<file path="src/rtl/dual_port_ram_param.sv">
// Parametrised true dual-port RAM with a post-reset clear sweep,
// selectable read-during-write behaviour and same-address collision flag.
module dual_port_ram_param #(
  parameter int                    DATA_WIDTH = 8,
  parameter int                    ADDR_WIDTH = 4,
  parameter int                    RDW_MODE   = 0,
  parameter logic [DATA_WIDTH-1:0] INIT_VALUE = '0
) (
  input  logic                  clk,
  input  logic                  rst,
  input  logic                  port_en_0,
  input  logic                  wr_en_0,
  input  logic [ADDR_WIDTH-1:0] addr_in_0,
  input  logic [DATA_WIDTH-1:0] data_in_0,
  output logic [DATA_WIDTH-1:0] data_out_0,
  output logic                  valid_out_0,
  input  logic                  port_en_1,
  input  logic                  wr_en_1,
  input  logic [ADDR_WIDTH-1:0] addr_in_1,
  input  logic [DATA_WIDTH-1:0] data_in_1,
  output logic [DATA_WIDTH-1:0] data_out_1,
  output logic                  valid_out_1,
  output logic                  init_busy,
  output logic                  collision
);

  localparam int DEPTH = 2 ** ADDR_WIDTH;

  typedef enum logic {S_INIT, S_READY} state_t;

  state_t                state, state_nxt;
  logic [ADDR_WIDTH-1:0] cnt;
  logic [DATA_WIDTH-1:0] mem [DEPTH];

  logic                  acc_0, acc_1, wr_0, wr_1, same_addr, wr_1_commit;
  logic [DATA_WIDTH-1:0] rd_0, rd_1;

  always_ff @(posedge clk) begin
    if (rst) begin
      state <= S_INIT;
      cnt   <= '0;
    end else begin
      state <= state_nxt;
      if (state == S_INIT) cnt <= cnt + 1'b1;
    end
  end

  always_comb begin
    state_nxt = state;
    if (state == S_INIT && cnt == ADDR_WIDTH'(DEPTH - 1)) state_nxt = S_READY;
  end

  assign init_busy   = (state == S_INIT);
  assign acc_0       = (state == S_READY) && port_en_0;
  assign acc_1       = (state == S_READY) && port_en_1;
  assign wr_0        = acc_0 && wr_en_0;
  assign wr_1        = acc_1 && wr_en_1;
  assign same_addr   = (addr_in_0 == addr_in_1);
  // Port 0 wins a write/write collision, so port 1's write is dropped.
  assign wr_1_commit = wr_1 && !(wr_0 && same_addr);

  // Write-first mode forwards whichever write actually lands on the address.
  always_comb begin
    rd_0 = mem[addr_in_0];
    rd_1 = mem[addr_in_1];
    if (RDW_MODE != 0) begin
      if (wr_0)                   rd_0 = data_in_0;
      else if (wr_1 && same_addr) rd_0 = data_in_1;
      if (wr_0 && same_addr)      rd_1 = data_in_0;
      else if (wr_1)              rd_1 = data_in_1;
    end
  end

  always_ff @(posedge clk) begin
    if (!rst) begin
      if (state == S_INIT) begin
        mem[cnt] <= INIT_VALUE;
      end else begin
        if (wr_1_commit) mem[addr_in_1] <= data_in_1;
        if (wr_0)        mem[addr_in_0] <= data_in_0;
      end
    end
  end

  always_ff @(posedge clk) begin
    if (rst) begin
      data_out_0  <= '0;
      data_out_1  <= '0;
      valid_out_0 <= 1'b0;
      valid_out_1 <= 1'b0;
      collision   <= 1'b0;
    end else begin
      valid_out_0 <= acc_0;
      valid_out_1 <= acc_1;
      if (acc_0) data_out_0 <= rd_0;
      if (acc_1) data_out_1 <= rd_1;
      collision <= acc_0 && acc_1 && same_addr && (wr_en_0 || wr_en_1);
    end
  end

endmodule

</file>
<file path="config.mk">
export PLATFORM = sky130hd
export DESIGN_NAME = dual_port_ram_param
export DESIGN_NICKNAME = d
export VERILOG_FILES = /design/src/rtl/dual_port_ram_param.sv
export SDC_FILE = /design/constraint.sdc
export NUM_CORES = 1
export LEC_CHECK = 0
export CAP_MARGIN = 20
export CORE_MARGIN = 1
export CORE_UTILIZATION = 62
export CTS_CLUSTER_DIAMETER = 40
export DETAILED_ROUTE_END_ITERATION = 7
export PLACE_DENSITY = 0.91
export SLEW_MARGIN = 20
export SYNTH_ARGS = -nofsm -noshare
export SYNTH_HDL_FRONTEND = slang
export SYNTH_SLANG_ARGS = --single-unit
</file>
<file path="constraint.sdc">
create_clock -name clk -period 6.2 [get_ports clk]
set_input_delay 0.62 -clock clk [delete_from_list [all_inputs] [get_ports clk]]
set_output_delay 0.62 -clock clk [all_outputs]
set_load 0.01 [all_outputs]
</file>
* Word level (Yosys, flattened, before mapping) *
Memory sizes are Yosys's and may differ from the RTL's. A register that Yosys moved wholly into a read port is not among the register bits.
Cells that the tools add are included.

word-level totals
  memories kept = 1
  word-level logic and storage cells = 37
  bits of input ports = 30
  memory bits (read-only) = 0
  output and inout bits = 20
  latch bits = 0
  bits in writable memories = 128
  register bits after elaboration = 8

cells by class
  $mul = 0
  reductions and logical operators = 13
  equal/unequal tests = 2
  mux-type cells = 14
  $lt $le $gt $ge = 0
  divide/modulo/power cells = 0
  bitwise logic cells = 1
  add/sub/neg operators = 1
  shifts and indexed selects = 0

memories
  memory  words  bits a word  read ports  clocked after memory_dff  write ports  RTL line  RTL
  mem     16     8            2           2                         2            33        logic [DATA_WIDTH-1:0] mem [DEPTH];

operator list
  kind                                          number
  two-way mux 1 bit                             12
  logical AND 1 bit                             10
  two-way mux 8 bit                             1
  OR reduction 8 bit                            1
  adder 4 x 1 -> 4 bit (second input constant)  1
  equality test 4 bit                           1
  equality test 4 bit (second input constant)   1
  two-way mux 4 bit                             1
  zero test 1 bit                               1
  logical OR 1 bit                              1
  inverter 1 bit                                1

* Logic depth before layout (Yosys ltp) *
  word-level depth = 11
  gate-level depth with buffers = 7
  gate-level depth less buffers = 5

* Worst setup path after synthesis *
OpenSTA, ideal clock, no wires.

  path type = input to register
  from = in addr_in_0[3]
  to = mem mem[15][0] (enable)
  arrival = 2.203 ns
  slack = 3.621 ns
  buffers on the path = 1
  setup time = 0.376 ns
  data required time = 5.824 ns
  stages = 6
  path through = buf_2 > xor2_1 > nor3_4 > a31oi_4 > mux2_4 > o22ai_1

RTL lines
  what                RTL line  RTL
  start: declaration  13        input logic [ADDR_WIDTH-1:0] addr_in_0,
  end: declaration    33

==> flow_metrics.env <==
export IMPL_status="finished clean"
export IMPL_antenna_found_initial=1
export IMPL_drc_errors=0
export IMPL_p_per_area_nw_per_um2=238.0
export IMPL_crit_fanout=28
export IMPL_yosys_warnings=0
export IMPL_clockBufferDepth=2
export IMPL_synth_seq_cells=152
export IMPL_path_cells="clkdlybuf4s50_1, and3b_1, nand2_1, a31oi_4, mux2i_1, o21ai_1"
export IMPL_root_buffer="clkbuf_16"
export IMPL_cap_violations=0
export IMPL_clkPwrFrac_pct=43.0
export IMPL_fmax_mhz=274.8
export IMPL_critical_path_top_delay_family="buffers and inverters"
export IMPL_postLayoutCellArea_um2=9474
export IMPL_final_min_clock_period_ns=3.639
export IMPL_numCtsBuffers=17
export IMPL_endpoint="mem[5][5]"
export IMPL_die_y_um=119.2
export IMPL_critPathSlowestCell="clkdlybuf4s50_1"
export IMPL_crit_path_start_kind="input port"
export IMPL_fp_row_count=42
export IMPL_start_util_pct=64.02
export IMPL_syn_num_nets=732
export IMPL_syn2layout_area_growth_pct=11.30
export IMPL_avgSynthCellArea_um2=12.14
export IMPL_layout_nets=745
export IMPL_yosys_cell_types_count=40
export IMPL_clk_latency_ns=0.44
export IMPL_ant_nets=0
export IMPL_grt_pass1_vias=6771
export IMPL_power_mw=2.255
export IMPL_die_area_um2=14200
export IMPL_worstPathRequired_ns=6.28
export IMPL_dpl_hpwl_mm=17.98
export IMPL_syn_inst=701
export IMPL_synth_ff_type="edfxtp_1"
export IMPL_leakage_nw=3.153
export IMPL_p_sw_share_pct=24.08
export IMPL_drive_above_1_share_pct=16.23
export IMPL_layout_commonest_cell="edfxtp_1"
export IMPL_critical_path_depth=6
export IMPL_cts_sinks=152
export IMPL_grt_max_degree=47
export IMPL_tns_ns=0
export IMPL_slew_headroom_pct=24.73
export IMPL_p_seq_share_pct=49.5
export IMPL_wire_per_inst_um=30.74
export IMPL_yosysSeqAreaShare_pct=50.80
export IMPL_grt_usage_pct=41.16
export IMPL_grt_pass1_wl_mm=41.44
export IMPL_setup_viol=0
export IMPL_syn_area_um2=8512
export IMPL_hp_class="register to register"
export IMPL_viasPerCell=7.900
export IMPL_async_flop_share_pct=0
export IMPL_comb_power_share_pct=7.6
export IMPL_drv_slew=0
export IMPL_slowest_delay_ns=0.88
export IMPL_ff2ff_path_depth=5
export IMPL_vias=7142
export IMPL_critical_path_buf_inv_count=1
export IMPL_cts_max_level=4
export IMPL_place_area_um2=8931
export IMPL_core_area_um2=13300
export IMPL_firstDrtPassIters=7
export IMPL_gp_congestion=0.9773
export IMPL_rsz0062_at_grt="no"
export IMPL_post_cts_setup_buffers=0
export IMPL_hold_buffers=0
export IMPL_ios=50
export IMPL_synth_edf_count=128
export IMPL_p_int_mw=1.712
export IMPL_hold_viol_final=0
export IMPL_die_x_um=119.2
export IMPL_cts_tree="built"
export IMPL_netSwitchingPower_mw=0.5429
export IMPL_clock_skew_ns=0.007695
export IMPL_crit_arrival_ns=3.72
export IMPL_rr_startpoint="state"
export IMPL_vdd_drop_max_v=0.0002060
export IMPL_endpoint_kind="register"
export IMPL_fin_crit_sh_pct=58.69
export IMPL_port_buffers=49
export IMPL_overflow=0
export IMPL_critPathKind="input port to register"
export IMPL_worst_slew_pin_slew_ns=1.129
export IMPL_r2r_end="mem[5][5]"
export IMPL_clk_pin_slew_ns=0.06
export IMPL_drt_iter0_drc=1600
export IMPL_routed_wl_mm=27.79
export IMPL_final_cell_mix="edfxtp_1, nand2_1, o2bb2ai_1, mux4_2, o21ai_0"
export IMPL_cts_resized_gates=0
export IMPL_rrSetupSlack_ns=2.88
export IMPL_setup_worst_path_start="rst"
-- kinds of logic after synthesis --
family,synth area share [%]
xor gates and xnor gates,0.7203
and+or+nand+nor,10.79
buffers and inverters,3.601
AOI/OAI and AO/OA,16.36
muxes,17.58
DFF,50.80
adders and majority gates,0.1470
-- power groups by stage --
stage	logic [mW]	registers, mW	clock network, mW
3_5_place_dp	0.160	1.14	0
2_1_floorplan	0.107	1.13	0
4_1_cts	0.161	1.11	0.959
3_3_place_gp	0.157	1.13	0
5_1_grt	0.172	1.11	1.00
6_report	0.170	1.12	0.969
-- through the flow --
step                      hold slack, ns  cells  setup WS [ns]  utilization (%)
after global placement            0.4643    871          2.491            67.17
after global routing              0.5326    903          2.609            71.24
final                             0.4924    904          2.561            71.26
after CTS                         0.4967    903          2.773            71.24
after detailed placement          0.4825    871          2.387            67.17
after floorplan                   0.4979    701          3.621                -
-- synth_stat cells, types with 5 or more instances --
master | count | share of area [%]
dfxtp_1 | 24 | 5.6
nand2_2 | 9 | 0.66
buf_6 | 5 | 0.66
buf_2 | 17 | 1.0
mux4_2 | 64 | 17
buf_4 | 6 | 0.53
xor2_1 | 6 | 0.62
o21ai_0 | 53 | 3.1
nor2b_1 | 12 | 0.88
clkbuf_1 | 29 | 1.3
nor2_1 | 41 | 1.8
o2bb2ai_1 | 64 | 6.6
a22oi_1 | 28 | 2.5
edfxtp_1 | 128 | 45
o21ai_1 | 33 | 1.9
nand3_1 | 12 | 0.71
nand2_1 | 105 | 4.6
a21oi_1 | 27 | 1.6
-- how the worst min path moves through the flow --
stage	startpoint	endpoint	slack, ns	cells after the start
floorplan	cnt[3]	state	0.50	2
detailed placement	data_out_1[0]	data_out_1[0]	0.48	2
CTS	data_out_1[0]	data_out_1[0]	0.50	2
finish	data_out_1[0]	data_out_1[0]	0.49	2
global placement	data_out_1[3]	data_out_1[3]	0.46	2
global route	data_out_1[2]	data_out_1[2]	0.53	2
-- registers in the layout (all words and copies together) (netlist names) --
register     flops
data_out_1       8
valid_out_1      1
mem            128
collision        1
valid_out_0      1
cnt              4
state            1
data_out_0       8
-- area by class of cell --
| cell class | count | area [um^2] |
|---|---|---|
| diodes | 1 | 2.502 |
| clock buffers | 19 | 432.9 |
| clock inverters | 13 | 107.6 |
| fillers | 828 | 3821 |
| inverters | 2 | 7.507 |
| multi-input cells | 489 | 3881 |
| flip-flops and latches | 152 | 4324 |
| well taps | 176 | 220.2 |
| repair buffers | 52 | 498.0 |
-- tightest hold or removal path, cell delays in order, from the launching register on --
cell and delay [ns]:
dfxtp_1 0.33, a21oi_1 0.06, nor2_1 0.07
-- routing by layer --
| layer | vias up | track usage [%] | share of wire, % |
|---|---|---|---|
| met3 | 231 | 16.76 | 18 |
| met2 | 867 | 62.50 | 45 |
| met4 | 0 | 23.97 | 7.0 |
| met5 | - | 0 | 0 |
| met1 | 3280 | 49.58 | 31 |
| li1 | 2764 | - | - |
Power figures use the tool's default switching activity.
